`src/rtl/alu_seq_pkg.sv`:
```
// Shared opcodes, FSM state type and the ADD/SUB signed-overflow rule
// used by the sequential ALU.
package alu_seq_pkg;

    localparam logic [3:0] OP_AND  = 4'b0000;
    localparam logic [3:0] OP_OR   = 4'b0001;
    localparam logic [3:0] OP_NAND = 4'b0010;
    localparam logic [3:0] OP_NOR  = 4'b0011;
    localparam logic [3:0] OP_XOR  = 4'b0100;
    localparam logic [3:0] OP_XNOR = 4'b0101;
    localparam logic [3:0] OP_LSL  = 4'b0110;
    localparam logic [3:0] OP_LSR  = 4'b0111;
    localparam logic [3:0] OP_ADD  = 4'b1000;
    localparam logic [3:0] OP_SUB  = 4'b1001;
    localparam logic [3:0] OP_MUL  = 4'b1010;

    typedef enum logic [1:0] {
        IDLE = 2'd0,
        MUL  = 2'd1,
        DONE = 2'd2
    } state_t;

    // Signed overflow from operand and result sign bits; sub selects a-b.
    function automatic logic signed_ovf(input logic sub, input logic a_msb,
                                        input logic b_msb, input logic r_msb);
        if (sub) return (a_msb != b_msb) && (r_msb != a_msb);
        return (a_msb == b_msb) && (r_msb != a_msb);
    endfunction

endpackage

```
`src/rtl/booth_mul_iter.sv`:
```
// One radix-2 Booth iteration: conditional add of +/-a into the upper half,
// then arithmetic shift right by one.
module booth_mul_iter #(
    parameter int WIDTH = 16
) (
    input  logic [2*WIDTH:0] acc,
    input  logic [WIDTH:0]   a_ext,
    input  logic [WIDTH:0]   a_neg_ext,
    output logic [2*WIDTH:0] next_acc
);

    logic [WIDTH:0] upper;
    logic [WIDTH:0] sum;

    // The add is done one bit wider so that the bit lost to wrap-around is
    // exactly the sign bit the shift brings back in (needed for a = -2^(W-1)).
    assign upper = {acc[2*WIDTH], acc[2*WIDTH:WIDTH+1]};

    always_comb begin
        sum = upper;
        case (acc[1:0])
            2'b01:   sum = upper + a_ext;
            2'b10:   sum = upper + a_neg_ext;
            default: sum = upper;
        endcase
    end

    assign next_acc = {sum, acc[WIDTH:1]};

endmodule

```
`src/rtl/alu_seq_booth.sv`:
```
// Registered single-issue ALU: logic ops, shifts, add/sub in one cycle,
// signed Booth multiply over WIDTH cycles, valid/ready on both sides.
module alu_seq_booth
    import alu_seq_pkg::*;
#(
    parameter int WIDTH = 16,
    parameter int CNT_W = $clog2(WIDTH) + 1
) (
    input  logic               clk,
    input  logic               rst_n,
    input  logic               in_valid,
    output logic               in_ready,
    input  logic [3:0]         opcode,
    input  logic [WIDTH-1:0]   a,
    input  logic [WIDTH-1:0]   b,
    output logic               out_valid,
    input  logic               out_ready,
    output logic [2*WIDTH-1:0] result,
    output logic               carry,
    output logic               overflow,
    output logic               illegal,
    output logic [1:0]         dbg_state
);

    // Handshake: a transfer happens on a rising edge where valid && ready;
    // out_valid holds result and flags stable until out_ready is seen.
    state_t state, state_nx;

    logic [2*WIDTH:0] acc, next_acc;
    logic [WIDTH:0]   a_ext, a_neg_ext, a_sx;
    logic [CNT_W-1:0] cnt;

    logic [WIDTH-1:0] alu_r;
    logic             alu_c, alu_v, alu_ill;
    logic [WIDTH:0]   add_w, sub_w;
    logic             shift_big;

    assign a_sx      = {a[WIDTH-1], a};
    assign add_w     = {1'b0, a} + {1'b0, b};
    assign sub_w     = {1'b0, a} - {1'b0, b};
    assign shift_big = (b >= WIDTH'(WIDTH));

    always_comb begin
        alu_r   = '0;
        alu_c   = 1'b0;
        alu_v   = 1'b0;
        alu_ill = 1'b0;
        case (opcode)
            OP_AND:  alu_r = a & b;
            OP_OR:   alu_r = a | b;
            OP_NAND: alu_r = ~(a & b);
            OP_NOR:  alu_r = ~(a | b);
            OP_XOR:  alu_r = a ^ b;
            OP_XNOR: alu_r = ~(a ^ b);
            OP_LSL:  alu_r = shift_big ? '0 : (a << b);
            OP_LSR:  alu_r = shift_big ? '0 : (a >> b);
            OP_ADD: begin
                alu_r = add_w[WIDTH-1:0];
                alu_c = add_w[WIDTH];
                alu_v = signed_ovf(1'b0, a[WIDTH-1], b[WIDTH-1], add_w[WIDTH-1]);
            end
            OP_SUB: begin
                alu_r = sub_w[WIDTH-1:0];
                alu_c = sub_w[WIDTH];
                alu_v = signed_ovf(1'b1, a[WIDTH-1], b[WIDTH-1], sub_w[WIDTH-1]);
            end
            OP_MUL:  alu_r = '0;
            default: alu_ill = 1'b1;
        endcase
    end

    booth_mul_iter #(.WIDTH(WIDTH)) u_step (
        .acc       (acc),
        .a_ext     (a_ext),
        .a_neg_ext (a_neg_ext),
        .next_acc  (next_acc)
    );

    always_ff @(posedge clk) begin
        if (!rst_n) state <= IDLE;
        else        state <= state_nx;
    end

    always_comb begin
        state_nx = state;
        case (state)
            IDLE: if (in_valid) state_nx = (opcode == OP_MUL) ? MUL : DONE;
            MUL:  if (cnt == CNT_W'(1)) state_nx = DONE;
            DONE: if (out_ready) state_nx = IDLE;
            default: state_nx = IDLE;
        endcase
    end

    always_comb begin
        in_ready  = (state == IDLE);
        out_valid = (state == DONE);
        dbg_state = state;
    end

    always_ff @(posedge clk) begin
        if (!rst_n) begin
            acc       <= '0;
            a_ext     <= '0;
            a_neg_ext <= '0;
            cnt       <= '0;
            result    <= '0;
            carry     <= 1'b0;
            overflow  <= 1'b0;
            illegal   <= 1'b0;
        end else begin
            case (state)
                IDLE: if (in_valid) begin
                    if (opcode == OP_MUL) begin
                        acc       <= {{WIDTH{1'b0}}, b, 1'b0};
                        a_ext     <= a_sx;
                        a_neg_ext <= -a_sx;
                        cnt       <= CNT_W'(WIDTH);
                    end else begin
                        result   <= {{WIDTH{alu_r[WIDTH-1]}}, alu_r};
                        carry    <= alu_c;
                        overflow <= alu_v;
                        illegal  <= alu_ill;
                    end
                end
                MUL: begin
                    acc <= next_acc;
                    cnt <= cnt - CNT_W'(1);
                    if (cnt == CNT_W'(1)) begin
                        result   <= next_acc[2*WIDTH:1];
                        carry    <= 1'b0;
                        overflow <= 1'b0;
                        illegal  <= 1'b0;
                    end
                end
                default: ;
            endcase
        end
    end

endmodule

```
`config.mk`:
```
export PLATFORM = sky130hd
export DESIGN_NAME = alu_seq_booth
export DESIGN_NICKNAME = d
export VERILOG_FILES = /design/src/rtl/alu_seq_pkg.sv /design/src/rtl/booth_mul_iter.sv /design/src/rtl/alu_seq_booth.sv
export SDC_FILE = /design/constraint.sdc
export NUM_CORES = 1
export LEC_CHECK = 0
export ABC_AREA = 1
export CORE_MARGIN = 2
export CORE_UTILIZATION = 24
export DETAILED_ROUTE_END_ITERATION = 7
export PLACE_DENSITY_LB_ADDON = 0.08
export SETUP_SLACK_MARGIN = 0.5
export SLEW_MARGIN = 20
export SYNTH_ARGS = -nofsm -noshare
export SYNTH_HDL_FRONTEND = slang
export SYNTH_HIERARCHICAL = 1
export SYNTH_SLANG_ARGS = --single-unit
```
`constraint.sdc`:
```
create_clock -name clk -period 5.46 [get_ports clk]
set_clock_uncertainty 0.2 [all_clocks]
set_input_delay 1.092 -clock clk [delete_from_list [all_inputs] [get_ports clk]]
set_output_delay 1.092 -clock clk [all_outputs]
set_load 0.01 [all_outputs]
```
# Word level (Yosys, flattened, before mapping)
# Index checks and enable logic that the tools add are counted.
[word_totals]
ff_bits = 108
input_bits = 40
output_inout_bits = 39
word_cells = 93
[classes]
n_addsub = 6
magnitude_cmp = 1
n_eq_ne = 24
shifts = 2
n_mux = 34
bitwise = 6
n_reduce_logical = 11
[op_table]
columns = ["operator", "n"]
rows = [
  ["$pmux W16 S10", 1],
  ["$mux W32", 3],
  ["$mux W33", 2],
  ["$pmux W33 S2", 1],
  ["$pmux W32 S2", 1],
  ["$not A16 Y16", 3],
  ["$add A16 B16 Y17", 2],
  ["$pmux W17 S2", 1],
  ["$mux W16", 2],
  ["$add A17 B17 Y17", 1],
  ["$neg A17 Y17", 1],
  ["$sub A16 B16 Y17", 1],
  ["$and A16 B16 Y16", 1],
  ["$eq A4 B3 Y1 const B", 4],
  ["$ge A16 B5 Y1 const B", 1],
  ["$or A16 B16 Y16", 1],
  ["$shl A16 B16 Y16", 1],
  ["$shr A16 B16 Y16", 1],
  ["$xor A16 B16 Y16", 1],
  ["$eq A4 B4 Y1 const B", 3],
  ["$mux W1", 10],
  ["$mux W5", 2],
  ["$pmux W1 S2", 5],
  ["$pmux W5 S2", 1],
  ["19 further kinds", 34],
]

# Logic depth before layout (Yosys ltp)
# Gate-level depths: netlist (run 1).
[logic_depth]
ltp_word = 8
mapped_depth = 19
mapped_depth_nobuf = 18

# By module
# The synthesis (run 1) kept the hierarchy.
[modules_own_cells]
columns = ["mod", "instances", "cells_per_inst", "area_each_um2", "seq_area_each_um2"]
rows = [
  ["alu_seq_booth", 1, 1411, 8734.6, 2142.1],
  ["booth_mul_iter", 1, 285, 1535.2, 0.0],
]

# Least setup slack after synthesis (run 1)
# Ideal clock, no wire load.
[synth_timing]
path_kind = "input -> register"
startpoint = "input b[2]"
endpoint = "register result[22]"
setup_time_ns = 0.130
t_arrival_ns = 3.207
required_time_ns = 5.130
slack_ns = 1.923
path_stages = 18
n_path_buf = 3
cell_sequence = "inv_1 clkbuf_1 ha_1 buf_4 inv_2 nand2_1 o21ai_2 a31o_2 nand2_1 nand2_1 nand2_1 nand3_1 nand2_1 nor2_1 nand2_2 nand2_4 buf_12 a21oi_4"
[synth_between]
elab_chain_len = 6
word_cells_on_any_way = 11
cone_classes = "2 x add/sub; 1 x order compare; 2 x shift; 6 x mux"
[synth_lines]
columns = ["element", "line", "source"]
rows = [
  ["from (decl)", "alu_seq_booth.sv:15", "input logic [WIDTH-1:0] b,"],
  ["$ge A16 B5 Y1 (tied with other cells)", "alu_seq_booth.sv:41", "assign shift_big = (b >= WIDTH'(WIDTH));"],
  ["$mux W16 (on tied branches)", "alu_seq_booth.sv:56, alu_seq_booth.sv:55", ""],
  ["$pmux W16 S10 *", "alu_seq_booth.sv:48", "case (opcode)"],
  ["$mux W32 *", "alu_seq_booth.sv:113", "if (opcode == OP_MUL) begin"],
  ["$mux W32 *", "alu_seq_booth.sv:112", "IDLE: if (in_valid) begin"],
  ["$pmux W32 S2 *", "alu_seq_booth.sv:111", "case (state)"],
  ["to (signal assigned)", "alu_seq_booth.sv:119", "result <= {{WIDTH{alu_r[WIDTH-1]}}, alu_r};"],
  ["to (signal assigned)", "alu_seq_booth.sv:129", "result <= next_acc[2*WIDTH:1];"],
  ["to (decl)", "alu_seq_booth.sv:18", "output logic [2*WIDTH-1:0] result,"],
]
# Mark *: on every way between the ends. The rest lies on a longest branch, timed or not. The select of a mux whose other input is x is not followed.
# A chain may end at the register's enable or synchronous reset.

# Worst setup path after layout (run 1)
[layout_timing]
startpoint = "input a[10]"
endpoint = "register result[21]"
[layout_between]
elab_chain_len = 6
word_cells_on_any_way = 10
cone_classes = "2 x add/sub; 2 x shift; 6 x mux"
[layout_lines]
columns = ["element", "line", "source"]
rows = [
  ["from (decl)", "alu_seq_booth.sv:14", "input logic [WIDTH-1:0] a,"],
  ["parallel branches: the longest is 2 deep, another holds $sub A16 B16 Y17", "--", ""],
  ["$pmux W16 S10 *", "alu_seq_booth.sv:48", ""],
  ["$mux W32 *", "alu_seq_booth.sv:113", ""],
  ["$mux W32 *", "alu_seq_booth.sv:112", ""],
  ["$pmux W32 S2 *", "alu_seq_booth.sv:111", ""],
]
# Mark *: on every way between the ends. The select of a mux whose other input is x is not followed.

==> impl_metrics.yaml, run 1 <==
drt:
  via_count: 11300
  wl_per_cell_um: 20.7
  wirelength_mm: 47.4
  first_iter_violations: 805
  postRouteAntennaNets: 0
  dr.pass1.iters: 5
  drc: 0
  vias_per_cell: 4.95
flow_run:
  maxCapViolCount: 0
min_path:
  hp-class: "flip-flop to flip-flop"
critical_path:
  crit_chain: "clkdlybuf4s50_1 -> buf_4 -> inv_1 -> ha_1 -> inv_1 -> nand2_1 -> o21ai_0 -> a21oi_1 -> nand2_1 -> nand2_1 -> nand3_1 -> nand2_1 -> nor2_1 -> nand2_2 -> nand2_4 -> a21oi_1"
  cp-start-kind: "input port"
  cpMostUsedCell: "nand2_1"
  path_delay_family: "simple AND/OR/NAND/NOR gates"
  cp.required_ns: 5.49
  path_buf_inv: 4
  crit_path_max_incr_delay_ns: 0.45
  crit_slowest_cell: "clkdlybuf4s50_1"
  endpoint_kind: "flip-flop"
  crit_arrival_ns: 4.61
  crit_type: "input port to flip-flop"
  worstPathMaxFanout: 17
logic_synthesis:
  synth-edff-count: 0
  ys_types: 60
  yosysSeqAreaShare_pct: 20.9
  synth_top_cell_by_area: "dfxtp_1"
  synth_nets: 1807
  synth.avg_cell_area_um2: 6.06
  synth.area.top_cells: "dfxtp_1 (21%), nand2_1 (16%), nand3_1 (8.3%), ha_1 (8.3%), inv_1 (7.3%)"
  ys_async_sr_fraction_pct: 0
  synthesis.area_um2: 10300
  synth_ff_type: "dfxtp_1"
  yosys.cell_count.top_type: "nand2_1"
  synthCells: 1696
  ys_seq_elements: 107
  synthTopCellsByCount: "nand2_1 (431), inv_1 (199), nand3_1 (171)"
  synth_top_area_share_pct: 20.9
  synth-warning-count: 6
pwr:
  irDropWorstVdd_uv: 159
  p_leak_nw: 5.61
  powerDensity_nw_per_um2: 184
  finalPower_mw: 2.20
clocking:
  cts_tree: "yes"
  clock_sinks: 107
  clock_latency_ns: 0.37
  postCtsHoldBufs: 0
  clk_path_buf_depth: 2
  cts_root_buf: "clkbuf_16"
  cts_resized: 0
  clk_pin_slew_worst_paths_ns: 0.09
  numCtsBuffers: 9
  cts.htree.levels: 3
  cts_setup_buffers: 0
sta:
  tightest_slew_ns: 1.09
  clock.fmax_ghz: 0.219
  worst_slack_ns: 0.884
  fin_crit_ns: 4.58
  relSlewSlack_pct: 27.5
  finalCritPeriodShare_pct: 83.8
  rsz0062_at_grt: "false"
  fin_tns_setup_ns: 0
  maxSlewViolCount: 0
  hold_viol: 0
  setup_viol: 0
layout:
  post-route-util_pct: 28.4
  drive_above_1_share_pct: 8.28
  fin_nets: 1857
  fin_area_um2: 12000
  final.fill_count: 4797
  area_growth_pct: 16.4
  n_antenna_cell: 0
global_routing:
  grt.total_usage_pct: 21.6
  grt_max_degree: 58
  antenna_found_initial: 0
  grt_pass1_wl_mm: 71.7
  grt_pass1_vias: 11400
  grt_remaining_overflow: 0
die:
  core_area_um2: 42100
  die-area_um2: 44500
  dieHeight_um: 211
  initial_core_util_pct: 24.4
  die_w_um: 211
  ios: 79
  fp-row-count: 75
placed_design:
  port_buffers: 78
  place_hpwl_mm: 37.3
  dpl-instance-area_um2: 11600
  dpl_worst_slack_ns: 0.516
  gp_congestion: 0.932
status:
  status: "completed"
per-stage QoR:
stage | instances | hold slack [ns]
floorplan | 1696 | 0.239
finish | 2290 | 0.267
global route | 2290 | 0.284
global placement | 2274 | 0.249
detailed placement | 2274 | 0.254
CTS | 2290 | 0.268
flip-flops by register name, summed over array words and instances (netlist names):
| signal | flops |
|---|---|
| a_ext | 16 |
| a_neg_ext | 16 |
| cnt | 5 |
| carry | 1 |
| dbg_state | 2 |
| acc | 33 |
| overflow | 1 |
| result | 32 |
| illegal | 1 |
cell type report:
| cell class | instances | area (um^2) | area share (%) |
|---|---|---|---|
| Clock buffer | 10 | 239 | 2.00 |
| Tap cell | 539 | 674 | 5.64 |
| Multi-Input combinational cell | 1292 | 6900 | 57.7 |
| Sequential cell | 107 | 2140 | 17.9 |
| Timing Repair Buffer | 127 | 1140 | 9.57 |
| Inverter | 209 | 785 | 6.56 |
| Clock inverter | 6 | 71.3 | 0.597 |
worst paths after layout:
| kind | slack (ns) | cells after the start | end | startpoint |
|---|---|---|---|---|
| hold / removal | 0.27 | 2 | a_neg_ext[12] | a_neg_ext[12] |
| hold reg to reg | 0.27 | 2 | a_neg_ext[12] | a_neg_ext[12] |
| setup reg to reg | 2.09 | 17 | result[27] | acc[1] |
| setup / recovery | 0.88 | 16 | result[21] | a[10] |
tightest hold or removal path, delay by kind of cell (launching register included):
family	cells	cell delay, ns
DFF	1	0.32
and+or+nand+nor	1	0.06
AOI/OAI and AO/OA	1	0.05
power by group:
group	leakage (nW)	switching, mW	internal (mW)	total (mW)
Clock	0.151	0.341	0.374	0.715
Combinational	4.58	0.436	0.223	0.659
Sequential	0.870	0.0185	0.811	0.829
logic make-up (layout without fill, tap and decap cells):
kind of cell	after synthesis	after routing	share of synthesized area, %
xor gates and xnor gates	14	14	1.19
buffers and inverters	297	352	12.1
DFF	107	107	20.9
muxes	16	16	1.75
adders and majority gates	71	71	8.87
and+or+nand+nor	849	849	35.9
AOI/OAI and AO/OA	342	342	19.3
cells in the final DEF (no fill, tap or decap), types with 3 or more instances in the layout:
| cell | Yosys | final |
|---|---|---|
| nor2_1 | 162 | 161 |
| a31oi_1 | 6 | 6 |
| o22ai_1 | 6 | 6 |
| inv_2 | 8 | 8 |
| xnor2_1 | 5 | 5 |
| nor3_2 | 5 | 4 |
| or2_2 | 4 | 4 |
| a221oi_1 | 4 | 4 |
| a211oi_1 | 4 | 4 |
| o2111ai_1 | 5 | 5 |
| ha_1 | 68 | 68 |
| clkbuf_16 | 0 | 9 |
| or2_0 | 3 | 3 |
| clkinv_1 | 2 | 3 |
| nor2_2 | 5 | 6 |
| nand3b_1 | 5 | 5 |
| mux2_2 | 16 | 16 |
| nor4_1 | 6 | 6 |
| nor2_4 | 3 | 3 |
| inv_1 | 199 | 198 |
| o211ai_1 | 7 | 7 |
| a21oi_1 | 148 | 148 |
| a21oi_4 | 10 | 10 |
| xor2_1 | 9 | 9 |
| clkdlybuf4s50_1 | 0 | 77 |
| nand2_1 | 431 | 431 |
| dfxtp_1 | 107 | 107 |
| nand2_2 | 11 | 11 |
| nand4_1 | 19 | 19 |
| o21ai_2 | 7 | 8 |
| fa_1 | 3 | 3 |
| nand3_1 | 171 | 171 |
| o21ai_1 | 13 | 12 |
| o21ai_0 | 115 | 115 |
| nor3_1 | 12 | 12 |
| buf_4 | 20 | 49 |
routing by layer:
layer	global-route usage [%]	part of all wire, %	routed length [um]	up-vias
li1	-	-	-	5644
met1	27.7	45	21200	5319
met2	37.2	47	22400	314
met3	2.20	3.9	1850	69
met4	8.31	4.0	1910	0
met5	0	0	0	-
Note: power is estimated with default switching activity, not from simulation.
==> inputs of run 2 (changes only) <==
==> constraint.sdc (replaced) <==
create_clock -name clk -period 4.4 [get_ports clk]
set_clock_uncertainty 0.2 [all_clocks]
set_input_delay 0.88 -clock clk [delete_from_list [all_inputs] [get_ports clk]]
set_output_delay 0.88 -clock clk [all_outputs]
set_load 0.01 [all_outputs]
==> run 2 against run 1 <==
- design area up 2.5%
- first-iteration DRC count decreased by 3.5%
- worst setup slack got worse by 0.20 ns
- highest routed layer unchanged
- register-to-register slack worse by 1.2 ns
==> impl_metrics.yaml, run 2 (synthesis gave the netlist of run 1 again) <==
status:
  status: "completed"
sta:
  rsz0062_at_grt: "true"
  finalCritPeriodShare_pct: 84.4
  clock.fmax_ghz: 0.269
  tightest_slew_ns: 0.772
  maxSlewViolCount: 0
  hold_viol: 0
  fin_crit_ns: 3.71
  fin_tns_setup_ns: 0
  setup_viol: 0
  relSlewSlack_pct: 48.1
clocking:
  clock_latency_ns: 0.37
  cts_tree: "yes"
  clk_pin_slew_worst_paths_ns: 0.08
  clock_sinks: 107
  clk_path_buf_depth: 2
  cts_resized: 0
  cts_setup_buffers: 0
  numCtsBuffers: 9
  cts_root_buf: "clkbuf_16"
  cts.htree.levels: 3
  postCtsHoldBufs: 0
layout:
  post-route-util_pct: 29.1
  multiInputGateArea_um2: 6910
  fin_nets: 1890
  drive_above_1_share_pct: 10.3
  largest_register_ffs: 33
  top_register: "acc"
  mostFrequentLayoutCell: "nand2_1"
  n_antenna_cell: 0
  area_growth_pct: 19.3
  regArea_um2: 2140
  largestRegisters: "acc: 33 flops, result: 32 flops"
  final_cell_mix: "nand2_1 (431), inv_1 (198), nand3_1 (171)"
  final.fill_count: 4807
die:
  die-area_um2: 44500
  initial_core_util_pct: 24.4
  die_w_um: 211
  dieHeight_um: 211
  core_area_um2: 42100
  fp-row-count: 75
  ios: 79
critical_path:
  cp.required_ns: 4.50
  cp-start-kind: "input port"
  r2r_end: "result[31]"
  crit_type: "input port to flip-flop"
  crit_arrival_ns: 3.81
  endpoint_kind: "flip-flop"
  r2r_cells: 18
  reg2reg_from: "acc[1]"
  regToRegSetupSlack_ns: 0.89
  worstPathMaxFanout: 9
pwr:
  power_frac_seq_pct: 37.7
  p_leak_nw: 5.78
  p_comb_share_pct: 31.1
  pwr-share-clk_pct: 31.3
  switchingPower_mw: 1.01
  switching_share_pct: 37.0
  p_int_mw: 1.72
  powerDensity_nw_per_um2: 223
  irDropWorstVdd_uv: 188
drt:
  via_count: 11300
  dr.pass1.iters: 5
  wl_per_cell_um: 20.0
  wirelength_mm: 46.5
  postRouteAntennaNets: 0
  first_iter_violations: 777
  vias_per_cell: 4.87
  drc: 0
global_routing:
  grt_remaining_overflow: 0
  antenna_found_initial: 0
  grt_pass1_vias: 11300
  grt.total_usage_pct: 21.1
  grt_max_degree: 58
  grt_pass1_wl_mm: 69.9
min_path:
  min_from: "acc[0]"
  hold_depth: 2
  hold_end: "acc[0]"
  hp-class: "flip-flop to flip-flop"
placed_design:
  port_buffers: 78
  gp_congestion: 0.943
  place_hpwl_mm: 36.8
flow_run:
  maxCapViolCount: 0
-- run 2: final cells by class --
class | instances | area share [%]
multi-input cells | 1292 | 56.4
flip-flops and latches | 107 | 17.5
repair buffers | 160 | 11.7
inverters | 209 | 6.41
well taps | 539 | 5.51
clock buffers | 9 | 1.84
clock inverters | 7 | 0.644
-- run 2: through the flow --
stage | hold slack (ns) | area (um^2) | setup slack, ns | total power, mW | instances
floorplan | 0.239 | 10300 | 1.07 | 1.50 | 1696
global placement | 0.249 | 11900 | 0.209 | 1.91 | 2307
detailed placement | 0.253 | 11900 | 0.229 | 1.90 | 2307
CTS | 0.265 | 12200 | 0.604 | 2.77 | 2323
global route | 0.281 | 12200 | 0.497 | 2.89 | 2323
finish | 0.264 | 12200 | 0.688 | 2.73 | 2323
-- run 2: how the worst max path moves through the flow --
stage                     start         end  slack [ns]  cells past startpoint
after floorplan            b[2]  result[22]        1.07                     18
after global placement     a[1]  result[12]        0.21                     13
after detailed placement   a[1]  result[12]        0.23                     13
after CTS                  a[1]  result[12]        0.60                     13
after global routing       a[6]  result[21]        0.50                     20
final                      b[7]  result[12]        0.69                     14
-- run 2: metal layers --
layer	track usage, %	part of all wire (%)
met2	37.2	48
met5	0	0
met1	25.5	43
met4	9.20	4.6
met3	2.78	3.8
-- run 2: power groups by stage --
stage	clock network, mW	logic, mW	registers, mW
global placement	0	0.853	1.05
finish	0.854	0.849	1.03
detailed placement	0	0.845	1.05
global route	0.930	0.931	1.03
floorplan	0	0.444	1.06
CTS	0.890	0.849	1.03
-- run 2: critical path, stage by stage --
cell and delay (ns):
clkdlybuf4s50_1 0.64, inv_1 0.10, ha_1 0.47, inv_1 0.15, a21oi_1 0.28, o21ai_0 0.16
nand2_1 0.10, nand3_1 0.10, xor2_1 0.15, o21ai_0 0.37, inv_1 0.08, nand3_1 0.14
nand2_1 0.08, a21oi_1 0.13
